<file path="src/rtl/lfsr_bist_ctrl.sv">
// lfsr_bist_ctrl: BIST sequencer that seeds an external 7-bit LFSR, steps it
// N_PATTERNS times while compacting the CUT response into a 7-bit MISR, then
// latches the signature and a pass flag against GOLDEN_SIG.
// Optional feature: define BIST_ABORT_EN to add an abort input that ends a run
// early from SEED or RUN (forced fail, signature = MISR at abort time).
module lfsr_bist_ctrl #(
  parameter int         N_PATTERNS = 127,
  parameter logic [6:0] GOLDEN_SIG = 7'h00
) (
  input  logic       clk,
  input  logic       reset,
  input  logic       start,
`ifdef BIST_ABORT_EN
  input  logic       abort,
`endif
  input  logic [6:0] resp,
  output logic       lfsr_rst,
  output logic       lfsr_en,
  output logic       busy,
  output logic       done,
  output logic       pass,
  output logic [6:0] signature
);

  typedef enum logic [2:0] {
    S_IDLE,
    S_SEED,
    S_RUN,
    S_COMP,
    S_DONE
  } state_t;

  // Counter value on the final RUN cycle; counter never needs to exceed it.
  localparam logic [6:0] LAST_CNT = 7'(N_PATTERNS - 1);

  state_t     state_q, state_d;
  logic [6:0] misr_q, misr_d;
  logic [6:0] cnt_q, cnt_d;
  logic       pass_q, pass_d;
  logic [6:0] sig_q, sig_d;

  // State and datapath registers with synchronous reset.
  always_ff @(posedge clk) begin
    if (reset) begin
      state_q <= S_IDLE;
      misr_q  <= 7'h00;
      cnt_q   <= 7'h00;
      pass_q  <= 1'b0;
      sig_q   <= 7'h00;
    end else begin
      state_q <= state_d;
      misr_q  <= misr_d;
      cnt_q   <= cnt_d;
      pass_q  <= pass_d;
      sig_q   <= sig_d;
    end
  end

  // Next-state, MISR compaction, pattern count and result capture.
  always_comb begin
    state_d = state_q;
    misr_d  = misr_q;
    cnt_d   = cnt_q;
    pass_d  = pass_q;
    sig_d   = sig_q;
    case (state_q)
      S_IDLE: begin
        if (start) state_d = S_SEED;
      end
      S_SEED: begin
        misr_d  = 7'h00;
        cnt_d   = 7'h00;
        state_d = S_RUN;
      end
      S_RUN: begin
        misr_d = {misr_q[5:0], misr_q[6] ^ misr_q[5]} ^ resp;
        // Hold the counter on the last pattern so it can never wrap.
        if (cnt_q == LAST_CNT) state_d = S_COMP;
        else                   cnt_d   = cnt_q + 7'd1;
      end
      S_COMP: begin
        sig_d   = misr_q;
        pass_d  = (misr_q == GOLDEN_SIG);
        state_d = S_DONE;
      end
      S_DONE: begin
        state_d = S_IDLE;
      end
      default: state_d = S_IDLE;
    endcase
`ifdef BIST_ABORT_EN
    // Abort overrides the normal flow only while a run is being set up or applied.
    if (abort && (state_q == S_SEED || state_q == S_RUN)) begin
      state_d = S_DONE;
      pass_d  = 1'b0;
      sig_d   = misr_q;
    end
`endif
  end

  // Control outputs are pure state decodes.
  assign lfsr_rst  = (state_q == S_SEED);
  assign lfsr_en   = (state_q == S_RUN);
  assign busy      = (state_q != S_IDLE);
  assign done      = (state_q == S_DONE);
  assign pass      = pass_q;
  assign signature = sig_q;

endmodule

</file>
<file path="config.mk">
export PLATFORM = sky130hd
export DESIGN_NAME = lfsr_bist_ctrl
export DESIGN_NICKNAME = d
export VERILOG_FILES = /design/src/rtl/lfsr_bist_ctrl.sv
export SDC_FILE = /design/constraint.sdc
export NUM_CORES = 1
export LEC_CHECK = 0
export ABC_AREA = 1
export ABC_CLOCK_PERIOD_IN_PS = 1630
export BUFFER_PORTS_ARGS = -buffer_cell sky130_fd_sc_hd__buf_2
export CAP_MARGIN = 20
export CORE_MARGIN = 2
export CORE_UTILIZATION = 53
export CTS_BUF_LIST = sky130_fd_sc_hd__clkbuf_8 sky130_fd_sc_hd__clkbuf_16
export DETAILED_ROUTE_END_ITERATION = 8
export PLACE_DENSITY_LB_ADDON = 0.2
export SLEW_MARGIN = 10
export SYNTH_ARGS = -nofsm -noshare
export SYNTH_HDL_FRONTEND = slang
export SYNTH_SLANG_ARGS = --single-unit
</file>
<file path="constraint.sdc">
create_clock -name clk -period 1.63 [get_ports clk]
set_clock_uncertainty 0.1 [all_clocks]
set_input_delay 0.0815 -clock clk [delete_from_list [all_inputs] [get_ports clk]]
set_output_delay 0.0815 -clock clk [all_outputs]
set_load 0.05 [all_outputs]
</file>
==> results.py, run 1 <==
metrics = {
    "min_path": {
        "min_to": "misr_q[3]$_SDFFE_PP0P_",
        "hold_path_depth": 4,
        "min_from": "resp[3]",
        "hp-class": "in -> reg",
    },
    "synth": {
        "ys_types": 28,
        "synth_enable_flop_cells": 0,
        "synth.yosys.seq_area_share_pct": 41.6,
        "synth_nets": 172,
        "yosys_register_bits": 25,
        "synth_top_flop_cell": "dfxtp_1",
        "synth-async-reset-ratio_pct": 0,
        "yosys.area.top_type": "dfxtp_1",
        "synth_cells": 160,
        "synthTopCellsByArea": "dfxtp_1 42%, nand2_1 11%, nor2_1 8.1%",
        "synth_top_area_share_pct": 41.6,
        "syn-cell-area_sq_um": 1200,
        "synth_warnings": 0,
        "avgSynthCellArea_sq_um": 7.52,
    },
    "detailed_routing": {
        "antenna_left": 0,
        "drc": 0,
        "vias": 1069,
        "wirelength_microns": 2460,
        "wl_per_cell_microns": 11.4,
        "first_pass_iters": 4,
        "dr.first_iter.drc_count": 19,
        "vias_per_cell": 4.97,
    },
    "placed_design": {
        "dp_slack_ns": 0.219,
        "gp_congestion": 0.783,
        "placed_cells": 206,
        "io_buffers": 21,
        "hpwl_microns": 1790,
    },
    "sta": {
        "min_period_over_period_pct": 95.6,
        "setup-tns-final_ns": 0,
        "slew_viol_final": 0,
        "setup_violations": 0,
        "layout_min_cycle_time_ns": 1.56,
        "slew_headroom_pct": 74.7,
        "whs_ns": 0.00665,
        "hold_viol": 0,
        "tightest_slew_ns": 0.379,
        "fmax_ghz": 0.642,
        "setup_ws_ns": 0.0722,
        "rsz0062_at_grt": "false",
    },
    "cells_and_area": {
        "instances_no_fill": 215,
        "final_util_pct": 65.6,
        "n_antenna_cell": 0,
        "drive_above_1_share_pct": 22.5,
        "layout_common_cells": "36 x nand2_1, 26 x nor2_1, 25 x dfxtp_1",
        "final_common_cell": "nand2_1",
        "syn2layout_area_growth_pct": 18.3,
        "final_nets": 200,
    },
    "grt": {
        "grt-ovfl-total": 0,
        "grt_first_pass_wirelength_microns": 4400,
        "met1_usage_pct": 25.7,
        "grt_usage_pct": 22.2,
        "grt_max_degree": 15,
        "use_met3_pct": 3.45,
        "grt_pass1_vias": 1024,
        "met2_usage_pct": 39.5,
        "busiest_layer": "met2",
        "antenna_found_initial": 0,
    },
    "floorplan": {
        "core-area_sq_um": 2170,
        "num_rows": 17,
        "die-area_sq_um": 2670,
        "die_x_microns": 51.7,
        "die_h_microns": 51.7,
        "initial_core_util_pct": 55.5,
        "pin_count": 22,
    },
    "pwr": {
        "power_leakage_nw": 0.647,
        "vdd_drop_max_v": 0.000805,
        "power_density_nw_per_um2": 924,
    },
    "clocking": {
        "clk_latency_ns": 0.26,
        "cts.clk_slew.worst_paths_ns": 0.08,
        "htreeDepth": 1,
        "cts_buffer_depth": 2,
        "cts_resized": 0,
        "cts_tree": "yes",
        "cts_made_buffers": 3,
        "root_buffer": "clkbuf_8",
        "cts_sinks": 25,
    },
    "setup_path": {
        "crit_required_ns": 1.45,
        "end_kind": "output port",
        "path_class": "reg -> out",
        "slowest_delay_ns": 0.52,
        "rrSetupSlack_ns": 0.21,
        "start_kind": "flip-flop",
        "path_max_fanout": 12,
        "cp.arrival_ns": 1.38,
        "rr_startpoint": "cnt_q[0]$_SDFFE_PP0P_",
        "crit_path_top_delay_cell": "dfxtp_1",
        "critical_path.cell_chain": "nand2_4 > inv_4 > buf_2",
        "r2r_cells": 10,
        "regToRegEndpoint": "cnt_q[4]$_SDFFE_PP0P_",
    },
    "status": {
        "outcome": "finished, final reports clean",
    },
    "flow_run": {
        "maxCapViolCount": 0,
    },
}
-- through the flow --
step                area [sq um]  power [mW]
floorplan                   1210       0.909
CTS                         1420        1.33
detailed placement          1330       0.970
finish                      1420        1.32
global route                1420        1.38
global placement            1330       0.962
-- flip-flops by register name, indices dropped and copies added (netlist names) --
| name | count |
|---|---|
| cnt_q | 7 |
| misr_q | 7 |
| pass | 1 |
| signature | 7 |
| state_q | 3 |
-- synth_stat cells (2+ instances only) --
cell type  number
nand2_4         3
nor2_1         26
o21ai_1         5
nand3_1         7
o21ai_0         3
inv_2           3
a21oi_1        14
nor3_1          2
ha_1            2
nor2_4          2
nand2_1        36
dfxtp_1        25
inv_1          10
nand2_2         3
xor2_1          6
-- worst max-delay path: cells and delay by family (launching register included) --
family / cells / cell delay, ns
and+or+nand+nor: 1 / 0.11
DFF: 1 / 0.52
buffers and inverters: 2 / 0.47
-- cells by family after synthesis --
family	Yosys count	share of synthesized area, %
and+or+nand+nor	83	32.5
AOI/OAI and AO/OA	25	11.8
DFF	25	41.6
buffers and inverters	18	6.86
xor gates and xnor gates	7	5.09
adders and majority gates	2	2.08
-- final cells by class --
cell class	instances	area, sq um
Clock buffer	3	41.3
Clock inverter	1	3.75
Fill cell	198	746
Inverter	14	55.1
Multi-Input combinational cell	117	626
Sequential cell	25	500
Tap cell	28	35.0
Timing Repair Buffer	27	163
-- metal layers --
metal,share of wire [%],vias up
met3,2.4,4
met1,45,489
met4,1.9,0
met2,51,14
li1,-,562
met5,0,-
-- how the worst max path moves through the flow --
stage                       startpoint                     to  slack, ns  cells after the start
6_report       state_q[1]$_SDFFE_PP0P_                lfsr_en       0.07                      3
5_1_grt        state_q[2]$_SDFFE_PP0P_                lfsr_en      0.008                      4
2_1_floorplan  state_q[0]$_SDFFE_PP0P_  cnt_q[4]$_SDFFE_PP0P_       0.04                      7
3_3_place_gp   state_q[1]$_SDFFE_PP0P_  cnt_q[5]$_SDFFE_PP0P_       0.28                      7
4_1_cts        state_q[1]$_SDFFE_PP0P_                lfsr_en       0.07                      3
3_5_place_dp     cnt_q[0]$_SDFFE_PP0P_  cnt_q[4]$_SDFFE_PP0P_       0.22                     10
-- power by group --
part | internal, mW | switching, mW | leakage (nW) | total [mW]
Combinational | 0.0932 | 0.192 | 0.417 | 0.285
Clock | 0.168 | 0.184 | 0.0269 | 0.352
Sequential | 0.641 | 0.0370 | 0.203 | 0.678
-- what timing repair did --
| item | 4_1_cts | 5_1_grt |
|---|---|---|
| hold endpoints to repair | 5 | 0 |
| buffers inserted | 0 | 0 |
| hold buffers | 5 | 0 |
(Power assumes the default switching activity.)
==> inputs of run 2 (changes only) <==
--- a/config.mk
+++ b/config.mk
@@ -9,11 +9,12 @@
 export ABC_CLOCK_PERIOD_IN_PS = 1630
 export BUFFER_PORTS_ARGS = -buffer_cell sky130_fd_sc_hd__buf_2
 export CAP_MARGIN = 20
+export CORE_ASPECT_RATIO = 1.5
 export CORE_MARGIN = 2
 export CORE_UTILIZATION = 53
 export CTS_BUF_LIST = sky130_fd_sc_hd__clkbuf_8 sky130_fd_sc_hd__clkbuf_16
 export DETAILED_ROUTE_END_ITERATION = 8
-export PLACE_DENSITY_LB_ADDON = 0.2
+export PLACE_DENSITY = 0.77
 export SLEW_MARGIN = 10
 export SYNTH_ARGS = -nofsm -noshare
 export SYNTH_HDL_FRONTEND = slang
==> run 2 against run 1 <==
Effect of this change: cell area shrank 0.26%; sequential power is essentially flat; utilization shrank 0.51 points; die area grew 0.29%; power grew 1.2%; first-iteration DRC count shrank 5.3%; sequential cell count is the same; non-clock buffer count is the same; worst setup slack gained 0.017 ns; clock power grew 4%; register-to-register slack lost 0.03 ns; sequential share of layout area grew 0.18 points; critical path type unchanged.
==> results.py, run 2 (synthesis gave the netlist of run 1 again) <==
metrics = {
    "setup_path": {
        "start_kind": "flip-flop",
        "path_class": "reg -> out",
        "cp.arrival_ns": 1.36,
        "path_max_fanout": 12,
        "end_kind": "output port",
        "crit_required_ns": 1.45,
    },
    "cells_and_area": {
        "layout_common_cells": "36 x nand2_1, 26 x nor2_1, 24 x dfxtp_1",
        "ff_latch_area_sq_um": 502,
        "final_util_pct": 65.1,
        "drive_above_1_share_pct": 23.5,
        "final_nets": 200,
        "num-fill-cells": 201,
        "final_common_cell": "nand2_1",
        "multi_input_area_sq_um": 626,
        "syn2layout_area_growth_pct": 18.0,
        "n_antenna_cell": 0,
    },
    "flow_run": {
        "maxCapViolCount": 0,
    },
    "sta": {
        "tightest_slew_ns": 0.350,
        "min_period_over_period_pct": 94.5,
        "slew_viol_final": 0,
        "layout_min_cycle_time_ns": 1.54,
        "rsz0062_at_grt": "false",
        "setup_violations": 0,
        "slew_headroom_pct": 76.6,
        "fmax_ghz": 0.649,
        "setup-tns-final_ns": 0,
        "hold_viol": 0,
    },
    "detailed_routing": {
        "wirelength_microns": 2590,
        "first_pass_iters": 4,
        "drc": 0,
        "wl_per_cell_microns": 12.3,
        "vias": 1080,
        "antenna_left": 0,
        "vias_per_cell": 5.14,
        "dr.first_iter.drc_count": 18,
    },
    "clocking": {
        "cts_buffer_depth": 2,
        "cts_tree": "yes",
        "clk_latency_ns": 0.27,
        "cts_sinks": 25,
        "cts_made_buffers": 3,
        "post_cts_buffers": 0,
        "htreeDepth": 1,
        "cts.clk_slew.worst_paths_ns": 0.08,
        "root_buffer": "clkbuf_8",
    },
    "floorplan": {
        "initial_core_util_pct": 55.2,
        "die-area_sq_um": 2680,
        "num_rows": 21,
        "pin_count": 22,
        "core-area_sq_um": 2180,
        "die_x_microns": 42.9,
        "die_h_microns": 62.4,
    },
    "status": {
        "outcome": "finished, final reports clean",
    },
    "pwr": {
        "power_leakage_nw": 0.646,
        "power_density_nw_per_um2": 938,
        "vdd_drop_max_v": 0.000806,
    },
    "placed_design": {
        "gp_congestion": 0.851,
        "io_buffers": 21,
        "hpwl_microns": 2030,
    },
    "grt": {
        "grt_max_degree": 15,
        "antenna_found_initial": 0,
        "grt_first_pass_wirelength_microns": 4510,
        "grt_pass1_vias": 1079,
        "grt-ovfl-total": 0,
        "grt_usage_pct": 21.9,
    },
    "min_path": {
        "hp-class": "in -> reg",
    },
}
[run 2: metal layers]
metal	routed length (microns)	GRT usage, %
met5	0	0
met4	38	7.03
met3	59	3.49
met2	1510	41.7
met1	984	23.0
[run 2: power by group]
part           leakage, nW  internal (mW)  switching (mW)
clock               0.0255          0.171           0.195
combinational        0.417         0.0932           0.194
sequential           0.203          0.642          0.0371
total                0.646          0.906           0.425
[run 2: path summary, 6_finish.rpt]
path	slack, ns	end	from	cells past startpoint
worst max-delay path	0.09	lfsr_en	state_q[2]$_SDFFE_PP0P_	4
worst min-delay path	0.02	misr_q[1]$_SDFFE_PP0P_	resp[1]	4
worst max register to register	0.18	cnt_q[4]$_SDFFE_PP0P_	cnt_q[0]$_SDFFE_PP0P_	10
worst min register to register	0.41	signature[3]$_SDFFE_PP0P_	signature[3]$_SDFFE_PP0P_	2
[run 2: stage by stage]
step / cell area (sq um) / hold slack, ns / instances / total power [mW] / setup slack [ns]
final: 1420 / 0.0187 / 210 / 1.33 / 0.0893
after CTS: 1420 / 0.00916 / 210 / 1.34 / 0.0622
after global placement: 1320 / 0.261 / 201 / 0.962 / 0.285
after detailed placement: 1320 / 0.260 / 201 / 0.973 / 0.190
after global routing: 1420 / 0.0376 / 210 / 1.39 / 0.0188
after floorplan: 1210 / 0.0506 / 160 / 0.909 / 0.0391
[run 2: area by class of cell]
cell class                      count  share of cell area, %
Multi-Input combinational cell    117                   44.1
Timing Repair Buffer               27                   11.5
Sequential cell                    25                   35.3
Clock inverter                      1                  0.352
Clock buffer                        3                   2.91
Tap cell                           23                   2.03
Inverter                           14                   3.88
[run 2: timing repair]
item	4_1_cts	5_1_grt
resized for setup	0	1
setup endpoints to repair	0	1
hold buffers	5	0
endpoints found under the hold margin	5	0
[run 2: worst max-delay path, cell delays in order, from the launching register on]
cell and delay [ns]:
dfxtp_1 0.40, nor2_4 0.16, nand2_4 0.08, inv_4 0.15
buf_2 0.29
